<file path="src/rtl/uart_reg_readback_tx_if.sv">
// Request and register-bank port bundle for the UART readback transmitter.
// The slave side is the transmitter; the master side is the host plus bank.
interface uart_reg_readback_tx_if #(
   parameter int unsigned ADDR_W = 3
) ();
   logic              rd_req;
   logic [ADDR_W-1:0] rd_addr;
   logic              dump_req;
   logic [ADDR_W-1:0] reg_addr;
   logic [7:0]        reg_data;
   logic              busy;
   logic              done;

   modport master (
      output rd_req, rd_addr, dump_req, reg_data,
      input  reg_addr, busy, done
   );

   modport slave (
      input  rd_req, rd_addr, dump_req, reg_data,
      output reg_addr, busy, done
   );
endinterface

</file>
<file path="src/rtl/uart_reg_readback_tx.sv">
// 8N1 UART transmitter that reads register-bank bytes and sends them as a
// framed response: header, count, (addr, data) pairs, XOR checksum.
module uart_reg_readback_tx #(
   parameter int unsigned CLKS_PER_BIT = 142,
   parameter int unsigned ADDR_W       = 3,
   parameter logic [7:0]  HEADER       = 8'hA5
) (
   input  logic                   clk_in,
   input  logic                   rst_in,
   uart_reg_readback_tx_if.slave  bus,
   output logic                   tx_out
);

   localparam int unsigned CntW  = (CLKS_PER_BIT > 1) ? $clog2(CLKS_PER_BIT) : 1;
   localparam int unsigned PairW = ADDR_W + 1;
   localparam int unsigned NRegs = 2 ** ADDR_W;

   typedef enum logic [1:0] {StIdle, StStart, StData, StStop} state_e;
   typedef enum logic [2:0] {KHeader, KCount, KAddr, KData, KChk} kind_e;

   state_e             state_q, state_d;
   kind_e              kind_q, kind_d;
   logic [CntW-1:0]    cnt_q, cnt_d;
   logic [2:0]         bit_q, bit_d;
   logic [PairW-1:0]   pair_q, pair_d;
   logic [7:0]         shift_q, shift_d;
   logic [7:0]         chk_q, chk_d;
   logic [ADDR_W-1:0]  addr_q, addr_d;
   logic [ADDR_W-1:0]  rd_addr_q, rd_addr_d;
   logic               dump_q, dump_d;
   logic               tx_q, tx_d;
   logic               busy_q, busy_d;
   logic               done_q, done_d;

   logic               cnt_wrap;
   logic [PairW-1:0]   pair_nxt;
   logic [7:0]         cur_byte;
   logic [7:0]         byte_w;

   always_comb begin
      cur_byte = HEADER;
      unique case (kind_q)
         KHeader: cur_byte = HEADER;
         KCount:  cur_byte = dump_q ? 8'(NRegs) : 8'd1;
         KAddr:   cur_byte = 8'(addr_q);
         KData:   cur_byte = bus.reg_data;
         KChk:    cur_byte = chk_q;
         default: cur_byte = HEADER;
      endcase
   end

   // Bytes are latched on the first cycle of their start bit, so reg_data is
   // sampled a full byte-time after reg_addr moved.
   assign byte_w   = (cnt_q == '0) ? cur_byte : shift_q;
   assign cnt_wrap = (cnt_q == CntW'(CLKS_PER_BIT - 1));
   assign pair_nxt = pair_q + PairW'(1);

   always_comb begin
      state_d   = state_q;
      kind_d    = kind_q;
      cnt_d     = cnt_q;
      bit_d     = bit_q;
      pair_d    = pair_q;
      shift_d   = shift_q;
      chk_d     = chk_q;
      addr_d    = addr_q;
      rd_addr_d = rd_addr_q;
      dump_d    = dump_q;
      tx_d      = tx_q;
      busy_d    = busy_q;
      done_d    = 1'b0;

      if (state_q != StIdle) begin
         cnt_d = cnt_wrap ? '0 : cnt_q + CntW'(1);
      end

      unique case (state_q)
         StIdle: begin
            if (bus.dump_req || bus.rd_req) begin
               state_d = StStart;
               kind_d  = KHeader;
               cnt_d   = '0;
               pair_d  = '0;
               chk_d   = '0;
               dump_d  = bus.dump_req;
               tx_d    = 1'b0;
               busy_d  = 1'b1;
               if (!bus.dump_req) begin
                  rd_addr_d = bus.rd_addr;
               end
            end
         end
         StStart: begin
            if (cnt_q == '0) begin
               shift_d = cur_byte;
               chk_d   = chk_q ^ cur_byte;
            end
            if (cnt_wrap) begin
               state_d = StData;
               bit_d   = '0;
               tx_d    = byte_w[0];
               shift_d = byte_w >> 1;
            end
         end
         StData: begin
            if (cnt_wrap) begin
               if (bit_q == 3'd7) begin
                  state_d = StStop;
                  tx_d    = 1'b1;
               end else begin
                  bit_d   = bit_q + 3'd1;
                  tx_d    = shift_q[0];
                  shift_d = shift_q >> 1;
               end
            end
         end
         StStop: begin
            if (cnt_wrap) begin
               state_d = StStart;
               tx_d    = 1'b0;
               unique case (kind_q)
                  KHeader: kind_d = KCount;
                  KCount: begin
                     kind_d = KAddr;
                     addr_d = dump_q ? pair_q[ADDR_W-1:0] : rd_addr_q;
                  end
                  KAddr: kind_d = KData;
                  KData: begin
                     pair_d = pair_nxt;
                     if (!dump_q || (pair_nxt == PairW'(NRegs))) begin
                        kind_d = KChk;
                     end else begin
                        kind_d = KAddr;
                        addr_d = pair_nxt[ADDR_W-1:0];
                     end
                  end
                  KChk: begin
                     state_d = StIdle;
                     tx_d    = 1'b1;
                     busy_d  = 1'b0;
                     done_d  = 1'b1;
                  end
                  default: kind_d = KHeader;
               endcase
            end
         end
         default: state_d = StIdle;
      endcase
   end

   always_ff @(posedge clk_in) begin
      if (rst_in) begin
         state_q   <= StIdle;
         kind_q    <= KHeader;
         cnt_q     <= '0;
         bit_q     <= '0;
         pair_q    <= '0;
         shift_q   <= '0;
         chk_q     <= '0;
         addr_q    <= '0;
         rd_addr_q <= '0;
         dump_q    <= 1'b0;
         tx_q      <= 1'b1;
         busy_q    <= 1'b0;
         done_q    <= 1'b0;
      end else begin
         state_q   <= state_d;
         kind_q    <= kind_d;
         cnt_q     <= cnt_d;
         bit_q     <= bit_d;
         pair_q    <= pair_d;
         shift_q   <= shift_d;
         chk_q     <= chk_d;
         addr_q    <= addr_d;
         rd_addr_q <= rd_addr_d;
         dump_q    <= dump_d;
         tx_q      <= tx_d;
         busy_q    <= busy_d;
         done_q    <= done_d;
      end
   end

   assign tx_out       = tx_q;
   assign bus.busy     = busy_q;
   assign bus.done     = done_q;
   assign bus.reg_addr = addr_q;

endmodule

</file>
<file path="src/flat_wrapper.sv">
// flat-port wrapper written by rule: the top's interface ports become plain ports
module uart_reg_readback_tx_flat 
#(
   parameter int unsigned CLKS_PER_BIT = 142,
   parameter int unsigned ADDR_W       = 3,
   parameter logic [7:0]  HEADER       = 8'hA5
)
  (clk_in, rst_in, tx_out, bus_rd_req, bus_rd_addr, bus_dump_req, bus_reg_data, bus_reg_addr, bus_busy, bus_done);
  uart_reg_readback_tx_if #(.ADDR_W(ADDR_W)) bus_i ();
  input  logic clk_in;
  input  logic rst_in;
  output logic tx_out;
  input wire logic [$bits(bus_i.rd_req)-1:0] bus_rd_req;
  input wire logic [$bits(bus_i.rd_addr)-1:0] bus_rd_addr;
  input wire logic [$bits(bus_i.dump_req)-1:0] bus_dump_req;
  input wire logic [$bits(bus_i.reg_data)-1:0] bus_reg_data;
  output wire logic [$bits(bus_i.reg_addr)-1:0] bus_reg_addr;
  output wire logic [$bits(bus_i.busy)-1:0] bus_busy;
  output wire logic [$bits(bus_i.done)-1:0] bus_done;
  assign bus_i.rd_req = bus_rd_req;
  assign bus_i.rd_addr = bus_rd_addr;
  assign bus_i.dump_req = bus_dump_req;
  assign bus_i.reg_data = bus_reg_data;
  assign bus_reg_addr = bus_i.reg_addr;
  assign bus_busy = bus_i.busy;
  assign bus_done = bus_i.done;
  uart_reg_readback_tx #(.CLKS_PER_BIT(CLKS_PER_BIT), .ADDR_W(ADDR_W), .HEADER(HEADER)) u_core (.clk_in(clk_in), .rst_in(rst_in), .bus(bus_i), .tx_out(tx_out));
endmodule
</file>
<file path="config.mk">
export PLATFORM = sky130hd
export DESIGN_NAME = uart_reg_readback_tx_flat
export DESIGN_NICKNAME = d
export VERILOG_FILES = /design/src/rtl/uart_reg_readback_tx_if.sv /design/src/rtl/uart_reg_readback_tx.sv /design/src/flat_wrapper.sv
export SDC_FILE = /design/constraint.sdc
export NUM_CORES = 1
export LEC_CHECK = 0
export ABC_AREA = 1
export ABC_CLOCK_PERIOD_IN_PS = 2100
export CAP_MARGIN = 0
export CORE_ASPECT_RATIO = 1.1
export CORE_UTILIZATION = 35
export CTS_CLUSTER_DIAMETER = 50
export DETAILED_ROUTE_END_ITERATION = 10
export MAX_ROUTING_LAYER = met4
export PLACE_DENSITY = 0.51
export SYNTH_ARGS = -nofsm -noshare
export SYNTH_HDL_FRONTEND = slang
export SYNTH_SLANG_ARGS = --single-unit
</file>
<file path="constraint.sdc">
create_clock -name clk_in -period 2.1 [get_ports clk_in]
set_clock_uncertainty 0.05 [all_clocks]
set_input_delay 0.42 -clock clk_in [delete_from_list [all_inputs] [get_ports clk_in]]
set_output_delay 0.42 -clock clk_in [all_outputs]
set_load 0.1 [all_outputs]
</file>
### Word level (Yosys, flattened, before mapping)

Index checks and enable logic that the tools add are counted.

* bits in latches: 0
* memories kept: 0
* register bits: 46
* word-level logic and storage cells: 112
* bits of input ports: 15
* bits in writable memories: 0
* memory bits (read-only): 0
* output and inout bits: 6

* $lt $le $gt $ge: 0
* bitwise operators: 4
* divide/modulo/power cells: 0
* reductions and logical operators: 23
* add/sub/neg operators: 3
* $mul: 0
* shift operators: 0
* eq/ne operators: 21
* muxes and demuxes: 48

Operators by type and width (number)
* 2-to-1 mux 8 bit: 10
* case mux 8 bit (2 select lines): 2
* case mux 8 bit (4 select lines): 1
* 2-to-1 mux 3 bit: 8
* AND reduction 4 bit: 6
* case mux 3 bit (2 select lines): 3
* 2-to-1 mux 4 bit: 4
* case mux 3 bit (5 select lines): 1
* != test 2 x 1 -> 1 bit, second input constant: 7
* 2-to-1 mux 1 bit: 10
* 2-to-1 mux 2 bit: 5
* nonzero test 2 bit: 5
* AND reduction 3 bit: 3
* adder 8 x 1 -> 8 bit, second input constant: 1
* == test 8 bit, second input constant: 1
* logical NOT 8 bit: 1
* != test 2 bit, second input constant: 4
* case mux 2 bit (4 select lines): 1
* case mux 4 bit (2 select lines): 1
* bitwise XOR 8 bit: 1
* == test 3 x 2 -> 1 bit, second input constant: 2
* == test 3 bit, second input constant: 2
* AND reduction 5 bit: 1
* adder 4 x 1 -> 4 bit, second input constant: 1
* other kinds (14): 18

### Depth between registers and ports, before layout

Gate-level depths: netlist of run 1.

* depth in word-level cells: 7
* depth in mapped cells: 13

### Worst setup path after synthesis of run 1

Ideal clock, no wire load.

* kind: reg-to-reg
* start: reg u_core.addr_q[0] (netlist: u_core.bus.reg_addr[0])
* end: reg u_core.shift_q[0]
* slack: 0.468 ns
* required time: 1.994 ns
* path buffers: 0
* data arrival time: 1.526 ns
* cell stages (with the launch flop): 9
* path through: dfxtp_1 nand4_1 nand2_1 nor2_1 nand3_1 nand3_1 nand3_1 nand2_1 inv_1

* longest elaborated chain between the ends: 4

Ends and longest elaborated chain
* start: declaration: line uart_reg_readback_tx.sv:28 `logic [ADDR_W-1:0] addr_q, addr_d;`
* start signal: assignment: line uart_reg_readback_tx.sv:174 `addr_q <= addr_d;`
* case mux 8 bit (4 select lines): line uart_reg_readback_tx.sv:42 `unique case (kind_q)`
* 2-to-1 mux 8 bit: line uart_reg_readback_tx.sv:94 `if (cnt_q == '0) begin`
* 2-to-1 mux 8 bit: line uart_reg_readback_tx.sv:98 `if (cnt_wrap) begin`
* case mux 8 bit (2 select lines): line uart_reg_readback_tx.sv:77 `unique case (state_q)`
* end signal: assignment: line uart_reg_readback_tx.sv:172 `shift_q <= shift_d;`
* end: declaration: line uart_reg_readback_tx.sv:26 `logic [7:0] shift_q, shift_d;`

No other way between the ends.
A chain may end at the register's enable or synchronous reset.

### Final worst setup path of run 1

* start: reg u_core.cnt_q[0]
* end: reg u_core.chk_q[7]

* longest elaborated chain between the ends: 3

Ends and longest elaborated chain
* start: declaration: line uart_reg_readback_tx.sv:23 `logic [CntW-1:0] cnt_q, cnt_d;`
* start signal: assignment: line uart_reg_readback_tx.sv:169 `cnt_q <= cnt_d;`
* logical NOT 8 bit: line uart_reg_readback_tx.sv:94
* != test 2 x 1 -> 1 bit (no source line)
* AND reduction 3 bit (no source line)
* end signal: assignment: line uart_reg_readback_tx.sv:173 `chk_q <= chk_d;`
* end: declaration: line uart_reg_readback_tx.sv:27 `logic [7:0] chk_q, chk_d;`

No other way between the ends.

==> results of run 1 <==
cells by family (layout without fill, tap and decap cells):
group / after synthesis / after routing / synth area share
xor gates and xnor gates: 2 / 2 / 0.00614
adders and majority gates: 10 / 10 / 0.0439
buffers and inverters: 68 / 98 / 0.0939
DFF: 46 / 46 / 0.323
and+or+nand+nor: 244 / 244 / 0.404
AOI/OAI and AO/OA: 68 / 68 / 0.129
through the flow:
step,worst slack [ns],area [um2]
2_1_floorplan,0.468,2850
3_3_place_gp,0.0839,3200
3_5_place_dp,0.0440,3200
4_1_cts,0.272,3310
5_1_grt,0.0189,3310
6_report,0.309,3310
area by class of cell:
type	count	area [um2]	share of cell area
repair buffers	30	260	0.0785
inverters	60	225	0.0680
multi-input cells	324	1660	0.502
clock inverters	3	40.0	0.0121
well taps	108	135	0.0408
clock buffers	5	68.8	0.0208
flip-flops and latches	46	921	0.278
sequential cells by signal, indices dropped and copies added (netlist names):
signal               count
u_core.rd_addr_q         3
u_core.dump_q            1
u_core.shift_q           8
u_core.chk_q             8
u_core.bus.reg_addr      3
u_core.pair_q            4
u_core.bus.done          1
u_core.cnt_q             8
u_core.tx_out            1
u_core.kind_q            3
u_core.state_q           2
u_core.bus.busy          1
u_core.bit_q             3
synth_stat cells:
cell type  instances  share of area
inv_1             50          0.066
a21oi_1           37          0.065
nor2_2             4         0.0088
or2_4              1         0.0031
buf_4              1         0.0026
nand2_1          128           0.17
o21ai_2            2         0.0061
nand3b_1           3         0.0079
nor2_1            36          0.047
a211oi_1           2         0.0053
nor2_8             2          0.014
a31o_2             1         0.0031
ha_1              10          0.044
nand4_1           10          0.022
nor3_1             3         0.0053
nand2_4            2         0.0079
o211ai_1           4          0.011
xor2_1             2         0.0061
nand3_1           40          0.070
buf_6              1         0.0039
o21ai_0           18          0.032
a21boi_1           1         0.0026
nand3_2            1         0.0035
nor3b_2            1         0.0044
or2_2              7          0.015
nor2_4             4          0.016
buf_2              1         0.0018
nand2_2            1         0.0022
clkbuf_1           5         0.0066
dfxtp_1           46           0.32
nor4_4             1         0.0075
inv_2             10          0.013
o21ai_1            3         0.0053
worst paths after layout:
kind / start / endpoint / slack, ns
worst min register to register: u_core.chk_q[1] / u_core.chk_q[1] / 0.41
worst min-delay path: u_core.chk_q[1] / u_core.chk_q[1] / 0.41
worst max register to register: u_core.cnt_q[0] / u_core.chk_q[7] / 0.31
worst max-delay path: u_core.cnt_q[0] / u_core.chk_q[7] / 0.31
per-layer routing:
metal / global-route usage / share of wire / wire (um) / up-vias
met4: 0.0558 / 0.015 / 106 / 0
met2: 0.301 / 0.46 / 3140 / 35
li1: - / - / - / 1471
met5: - / 0 / 0 / -
met1: 0.251 / 0.50 / 3450 / 1211
met3: 0.0290 / 0.025 / 174 / 7
power by group through the flow:
| stage | registers (mW) | clock network, mW | logic, mW |
|---|---|---|---|
| after floorplan | 1.25 | 0 | 1.37 |
| after global placement | 1.17 | 0 | 1.93 |
| after detailed placement | 1.17 | 0 | 1.93 |
| after CTS | 1.15 | 0.700 | 1.94 |
| after global routing | 1.18 | 0.733 | 2.24 |
| final | 1.15 | 0.664 | 1.93 |
worst reg2reg max path, stage by stage, from the launching register on:
cell     delay, ns
dfxtp_1       0.41
inv_1         0.09
ha_1          0.20
inv_1         0.05
nor2_1        0.04
nand2_1       0.06
nor2_1        0.04
buf_4         0.17
o21ai_2       0.22
inv_2         0.13
nand2_1       0.10
nand2_1       0.05
nand2_1       0.05
nor2_1        0.04
==> results.json, run 1 <==
{
  "portBuffers": 20,
  "fin_cells": 576,
  "period_minus_slack_ns": 1.79,
  "cts-root-buf": "clkbuf_8",
  "drc": 0,
  "setup_viol": 0,
  "crit_fanout": 11,
  "pwr-share-comb": 0.516,
  "die-area_um2": 8510,
  "post-cts-setup-buffers": 0,
  "fin_tns_setup_ns": 0,
  "start_kind": "flop",
  "syn_area_per_cell_um2": 6.51,
  "gp_congestion": 0.810,
  "synth.distinct_cells": 33,
  "antenna_left": 0,
  "worst_path_largest_cell_delay_ns": 0.41,
  "path_clk_slew_ns": 0.09,
  "p_int_mw": 2.04,
  "p_leak_nw": 1.51,
  "relSlewSlack": 0.751,
  "slew_viol_final": 0,
  "cpMaxStageDelayCell": "dfxtp_1",
  "p_total_mw": 3.75,
  "max_cap_violations": 0,
  "irDropWorstVdd_uv": 415,
  "drive_above_1_share": 0.130,
  "path_delay_family": "buffers and inverters",
  "hpwl_um": 5190,
  "routedWlPerCell_um": 11.9,
  "filler_cell_count": 880,
  "arrival_ns": 1.94,
  "max_freq_ghz": 0.558,
  "end_kind": "flop",
  "pin_count": 21,
  "rr_worst_depth": 13,
  "cts_buffers": 5,
  "synth_nets": 463,
  "crit_chain": "inv_1 > ha_1 > inv_1 > nor2_1 > nand2_1 > nor2_1 > buf_4 > o21ai_2 > inv_2 > nand2_1 > nand2_1 > nand2_1 > nor2_1",
  "cp_num_cells": 13,
  "cpMostUsedCell": "nand2_1",
  "drt_wl_total_um": 6880,
  "grt.overflow.total": 0,
  "status": "completed",
  "rsz0062_at_grt": "false",
  "swShare": 0.456,
  "antenna_found_initial": 0,
  "drtIter0Drc": 91,
  "path_class": "reg2reg",
  "num_rows": 34,
  "vias": 2724,
  "insertedDiodeCount": 0,
  "final_common_cell": "nand2_1",
  "cts_max_level": 2,
  "clock_path_buffers": 2,
  "tightest_slew_ns": 0.374,
  "powerDensity_nw_per_um2": 1130,
  "hold_buffers": 0,
  "synth_seq_area_share": 0.323,
  "post_cts_resize_count": 0,
  "period_share": 0.853,
  "start_util": 0.360,
  "hold_viol": 0,
  "synth_cells": 438,
  "final_util": 0.419,
  "cts_num_sinks": 46,
  "p_switching_mw": 1.71,
  "hold_class": "reg2reg",
  "die_y_um": 96.7,
  "grt_max_degree": 23,
  "hold_slack_ns": 0.406,
  "viasPerCell": 4.73,
  "netlist_area_um2": 2850,
  "areaGrowthSynthToFinish_pct": 16.2,
  "final_cell_mix": "128 x nand2_1, 50 x inv_1, 46 x dfxtp_1, 40 x nand3_1, 37 x a21oi_1",
  "cts_tree": "yes",
  "synth_seq_cells": 46,
  "fin_nets": 492,
  "grt_pass1_vias": 2678,
  "power_frac_clock": 0.177,
  "first_pass_iters": 4,
  "gr-usage-all-layers": 0.191,
  "worst_ep_required_time_ns": 2.25,
  "synth_warnings": 0,
  "die_x_um": 88.1,
  "hold_depth": 1,
  "grt_pass1_wl_um": 12500,
  "clk_latency_ns": 0.31,
  "core_area_um2": 7910,
  "dpl.cell_count": 568,
  "cp.buffers_inverters": 4,
  "power_frac_seq": 0.307
}
(Power assumes the default switching activity.)
==> run 2, diff against run 1 <==
PLACE_DENSITY = not set   (was 0.51)
==> run 2 against run 1 <==
Against the previous run: first-iteration DRC count down 20%; wire length fell by 2.8%; sequential share of layout area rose by 0.28 points; critical path depth down 4; fmax is 2.1% lower; final cell count shrank 0.35%; flip-flop and latch count unchanged; via count is 0.81% lower; sequential power is essentially flat; die area stayed put; critical endpoint is now u_core.chk_q[3]; largest cell class unchanged; highest routed layer unchanged.
==> results.json, run 2 (synthesis gave the netlist of run 1 again) <==
{
  "routedWlPerCell_um": 11.6,
  "p_int_mw": 1.95,
  "final_util": 0.415,
  "period_share": 0.871,
  "r2r_slack_ns": 0.27,
  "p_switching_mw": 1.69,
  "hold_viol": 0,
  "die-area_um2": 8510,
  "cts-root-buf": "clkbuf_8",
  "slew_viol_final": 0,
  "num_rows": 34,
  "core_area_um2": 7910,
  "pwr-share-comb": 0.525,
  "gp_congestion": 0.822,
  "r2r_start": "u_core.state_q[0]",
  "drc": 0,
  "areaGrowthSynthToFinish_pct": 15.1,
  "drtIter0Drc": 73,
  "reg_top3": "u_core.chk_q x8, u_core.cnt_q x8, u_core.shift_q x8",
  "crit_fanout": 9,
  "post_cts_resize_count": 0,
  "cts_buffers": 5,
  "grt_max_degree": 23,
  "grt.overflow.total": 0,
  "final_common_cell": "nand2_1",
  "cpMaxStageDelayCell": "dfxtp_1",
  "hold_buffers": 0,
  "die_y_um": 96.7,
  "rr_endpoint": "u_core.chk_q[3]",
  "worst_path_largest_cell_delay_ns": 0.41,
  "insertedDiodeCount": 0,
  "p_leak_nw": 1.49,
  "fin_cells": 574,
  "hpwl_um": 5060,
  "irDropWorstVdd_uv": 545,
  "antenna_left": 0,
  "die_x_um": 88.1,
  "gr-usage-all-layers": 0.181,
  "dpl.cell_count": 566,
  "swShare": 0.464,
  "start_kind": "flop",
  "drive_above_1_share": 0.124,
  "post-cts-setup-buffers": 0,
  "pin_count": 21,
  "cts_num_sinks": 46,
  "tightest_slew_ns": 0.456,
  "period_minus_slack_ns": 1.83,
  "end_kind": "flop",
  "drt_wl_total_um": 6680,
  "worstHoldStart": "u_core.rd_addr_q[2]",
  "crit_chain": "inv_1 > ha_1 > buf_4 > o21ai_0 > o21ai_2 > inv_2 > nand2_1 > nor2_1 > nor2_1",
  "fin_tns_setup_ns": 0,
  "viasPerCell": 4.71,
  "clk_latency_ns": 0.31,
  "hold_class": "reg2reg",
  "rr_worst_depth": 9,
  "final_cell_mix": "128 x nand2_1, 50 x inv_1, 46 x dfxtp_1, 40 x nand3_1, 37 x a21oi_1",
  "rsz0062_at_grt": "false",
  "hold_depth": 2,
  "grt_pass1_vias": 2666,
  "portBuffers": 20,
  "antenna_found_initial": 0,
  "worst_ep_required_time_ns": 2.26,
  "powerDensity_nw_per_um2": 1110,
  "max_freq_ghz": 0.547,
  "cpMostUsedCell": "nor2_1",
  "vias": 2702,
  "start_util": 0.360,
  "grt_pass1_wl_um": 12000,
  "path_clk_slew_ns": 0.09,
  "min_to": "u_core.rd_addr_q[2]",
  "arrival_ns": 1.99,
  "cts_max_level": 2,
  "clock_path_buffers": 2,
  "power_frac_clock": 0.158,
  "fin_nets": 490,
  "power_frac_seq": 0.317,
  "first_pass_iters": 4,
  "max_cap_violations": 0,
  "path_class": "reg2reg",
  "setup_viol": 0,
  "status": "completed",
  "cts_tree": "yes",
  "relSlewSlack": 0.695
}
## run 2: critical path: cells and delay by family, from the launching register on
kind / cells / cell delay (ns)
compound gates: 2 / 0.32
simple gates: 3 / 0.26
buf+inv: 3 / 0.43
flops: 1 / 0.41
fa+ha+maj: 1 / 0.26
## run 2: how the worst max path moves through the flow
stage / startpoint / endpoint / slack (ns) / cells after the start
after global placement: bus_dump_req / u_core.chk_q[3] / 0.10 / 10
after CTS: u_core.state_q[0] / u_core.chk_q[3] / 0.29 / 9
final: u_core.state_q[0] / u_core.chk_q[3] / 0.27 / 9
after floorplan: u_core.bus.reg_addr[0] / u_core.shift_q[0] / 0.47 / 8
after detailed placement: bus_dump_req / u_core.chk_q[3] / 0.06 / 10
after global routing: u_core.cnt_q[0] / u_core.shift_q[5] / 0.07 / 13
## run 2: layer usage
| metal | track usage | up-vias | share of wire |
|---|---|---|---|
| met5 | - | - | 0 |
| met4 | 0.0620 | 0 | 0.016 |
| met3 | 0.0239 | 7 | 0.018 |
| met2 | 0.301 | 27 | 0.48 |
| met1 | 0.223 | 1202 | 0.48 |
| li1 | - | 1466 | - |
## run 2: area by class of cell
cell class / count / area [um2]
Fill cell: 877 / 4630
Multi-Input combinational cell: 324 / 1660
Sequential cell: 46 / 921
Timing Repair Buffer: 28 / 245
Inverter: 60 / 225
Tap cell: 108 / 135
Clock buffer: 7 / 86.3
Clock inverter: 1 / 5.00
## run 2: power groups by stage
stage	Sequential, mW	Clock, mW	Combinational (mW)
final	1.16	0.575	1.91
after global routing	1.18	0.628	2.22
after CTS	1.15	0.590	1.92
after detailed placement	1.17	0	1.92
after global placement	1.17	0	1.90
after floorplan	1.25	0	1.37
## run 2: through the flow
step | cell area (um2) | power (mW) | setup WS (ns) | hold slack (ns)
final | 3280 | 3.64 | 0.271 | 0.408
after global routing | 3280 | 4.03 | 0.0654 | 0.440
after CTS | 3280 | 3.67 | 0.291 | 0.404
after detailed placement | 3190 | 3.09 | 0.0590 | 0.390
after global placement | 3190 | 3.07 | 0.102 | 0.384
after floorplan | 2850 | 2.62 | 0.468 | 0.373
==> run 3, diff against run 2 <==
CELL_PAD_IN_SITES_DETAIL_PLACEMENT = 1   (was not set)
CELL_PAD_IN_SITES_GLOBAL_PLACEMENT = 2   (was not set)
CORE_UTILIZATION = 32   (was 35)
PLACE_DENSITY_LB_ADDON = 0.1   (was not set)
RECOVER_POWER = 100   (was not set)
==> run 3 against run 2 <==
Against the previous run: final cell count is 0.52% higher; combinational power is 2% higher; setup slack worse by 0.048 ns; critical path depth is 3 higher; die area is 9.2% higher; wire length is 22% higher; critical path type unchanged; hold slack better by 0.011 ns; largest cell class unchanged; via count is 3.9% higher; critical endpoint is now u_core.shift_q[5]; fmax is 2.6% lower.
==> results.json, run 3 (synthesis gave the netlist of run 1 again) <==
{
  "powerDensity_nw_per_um2": 1160,
  "max_freq_ghz": 0.533,
  "cts_tree": "yes",
  "irDropWorstVdd_uv": 587,
  "final_common_cell": "nand2_1",
  "start_kind": "flop",
  "clk_latency_ns": 0.30,
  "start_util": 0.336,
  "areaGrowthSynthToFinish_pct": 14.5,
  "worstHoldStart": "u_core.chk_q[1]",
  "cts-root-buf": "clkbuf_8",
  "hpwl_um": 6200,
  "die_y_um": 101,
  "fin_tns_setup_ns": 0,
  "min_to": "u_core.chk_q[1]",
  "core_area_um2": 8500,
  "path_clk_slew_ns": 0.09,
  "drc": 0,
  "path_delay_family": "buffers and inverters",
  "relSlewSlack": 0.640,
  "clock_path_buffers": 2,
  "path_class": "reg2reg",
  "max_cap_violations": 0,
  "grt_pass1_vias": 2808,
  "arrival_ns": 2.03,
  "pin_count": 21,
  "hold_buffers": 0,
  "end_kind": "flop",
  "cp.buffers_inverters": 6,
  "cpMostUsedCell": "inv_1",
  "crit_fanout": 9,
  "drt_wl_total_um": 8130,
  "worst_path_largest_cell_delay_ns": 0.40,
  "rr_worst_depth": 12,
  "vias": 2807,
  "p_total_mw": 3.78,
  "period_minus_slack_ns": 1.88,
  "grt_pass1_wl_um": 13900,
  "drive_above_1_share": 0.107,
  "post_cts_resize_count": 0,
  "rr_endpoint": "u_core.shift_q[5]",
  "tightest_slew_ns": 0.543,
  "p_leak_nw": 1.48,
  "post-cts-setup-buffers": 0,
  "cpMaxStageDelayCell": "dfxtp_1",
  "hold_slack_ns": 0.419,
  "die-area_um2": 9290,
  "r2r_slack_ns": 0.22,
  "routedWlPerCell_um": 14.1,
  "reg_top3": "u_core.chk_q x8, u_core.cnt_q x8, u_core.shift_q x8",
  "gp_congestion": 0.795,
  "grt_max_degree": 23,
  "fin_nets": 490,
  "drtIter0Drc": 88,
  "crit_chain": "inv_1 > ha_1 > inv_1 > nor2_1 > inv_2 > nand2_1 > nand2_2 > inv_2 > o21ai_0 > inv_1 > nand2_1 > inv_1",
  "final_cell_mix": "128 x nand2_1, 54 x inv_1, 46 x dfxtp_1, 40 x nand3_1, 38 x nor2_1",
  "die_x_um": 92.0,
  "setup_viol": 0,
  "hold_viol": 0,
  "hold_depth": 1,
  "worst_ep_required_time_ns": 2.26,
  "antenna_left": 0,
  "cts_max_level": 2,
  "grt.overflow.total": 0,
  "cts_num_sinks": 46,
  "viasPerCell": 4.86,
  "r2r_start": "u_core.state_q[0]",
  "gr-usage-all-layers": 0.194,
  "status": "completed",
  "slew_viol_final": 0,
  "hold_class": "reg2reg",
  "insertedDiodeCount": 0,
  "num_rows": 35,
  "portBuffers": 20,
  "antenna_found_initial": 0,
  "first_pass_iters": 4,
  "cts_buffers": 5,
  "period_share": 0.894,
  "rsz0062_at_grt": "false"
}
run 3: changes by cell type in the layout (fill, tap and decap cells not counted), sizes merged:
cell | previous run | this run
buf | 14 | 8
bufinv | 0 | 1
clkbuf | 7 | 13
clkinv | 1 | 0
run 3: per-layer routing:
metal  up-vias  share of wire  track usage
met1      1315           0.50        0.252
met5         -              0            -
met3         8          0.020       0.0204
met4         0         0.0090       0.0505
met2        23           0.47        0.321
li1       1461              -            -
run 3: where the power goes:
| group | total, mW | internal [mW] | switching [mW] |
|---|---|---|---|
| logic | 1.95 | 0.634 | 1.31 |
| registers | 1.16 | 1.03 | 0.125 |
| clock network | 0.677 | 0.357 | 0.320 |
run 3: worst max-delay path by stage:
stage | from | to | slack (ns) | cells after the start
after floorplan | u_core.bus.reg_addr[0] | u_core.shift_q[0] | 0.47 | 8
after global placement | bus_dump_req | u_core.chk_q[1] | 0.06 | 7
after detailed placement | bus_dump_req | u_core.chk_q[3] | 0.04 | 10
after CTS | u_core.state_q[0] | u_core.shift_q[6] | 0.24 | 12
final | u_core.state_q[0] | u_core.shift_q[5] | 0.22 | 12
after global routing | u_core.state_q[0] | u_core.pair_q[3] | 0.003 | 10
run 3: per-stage QoR:
step / utilization / setup slack, ns / instance area, um2 / instances
3_5_place_dp: 0.376 / 0.0369 / 3190 / 569
3_3_place_gp: 0.376 / 0.0649 / 3190 / 569
6_report: 0.384 / 0.222 / 3270 / 577
5_1_grt: 0.384 / 0.00285 / 3270 / 577
2_1_floorplan: - / 0.468 / 2850 / 438
4_1_cts: 0.388 / 0.242 / 3300 / 577
run 3: area by class of cell:
type                            instances  area, um2
Sequential cell                        46        921
Timing Repair Buffer                   28        230
Multi-Input combinational cell        324       1640
Tap cell                              111        139
Inverter                               60        225
Fill cell                            1151       5230
Clock inverter                          1       30.0
Clock buffer                            7       76.3
run 3: worst register-to-register path, cell delays in order (launching register included):
cell and delay [ns]:
dfxtp_1 0.40, inv_1 0.12, ha_1 0.23, inv_1 0.10
nor2_1 0.06, inv_2 0.06, nand2_1 0.12, nand2_2 0.21
inv_2 0.11, o21ai_0 0.16, inv_1 0.06, nand2_1 0.06
inv_1 0.03
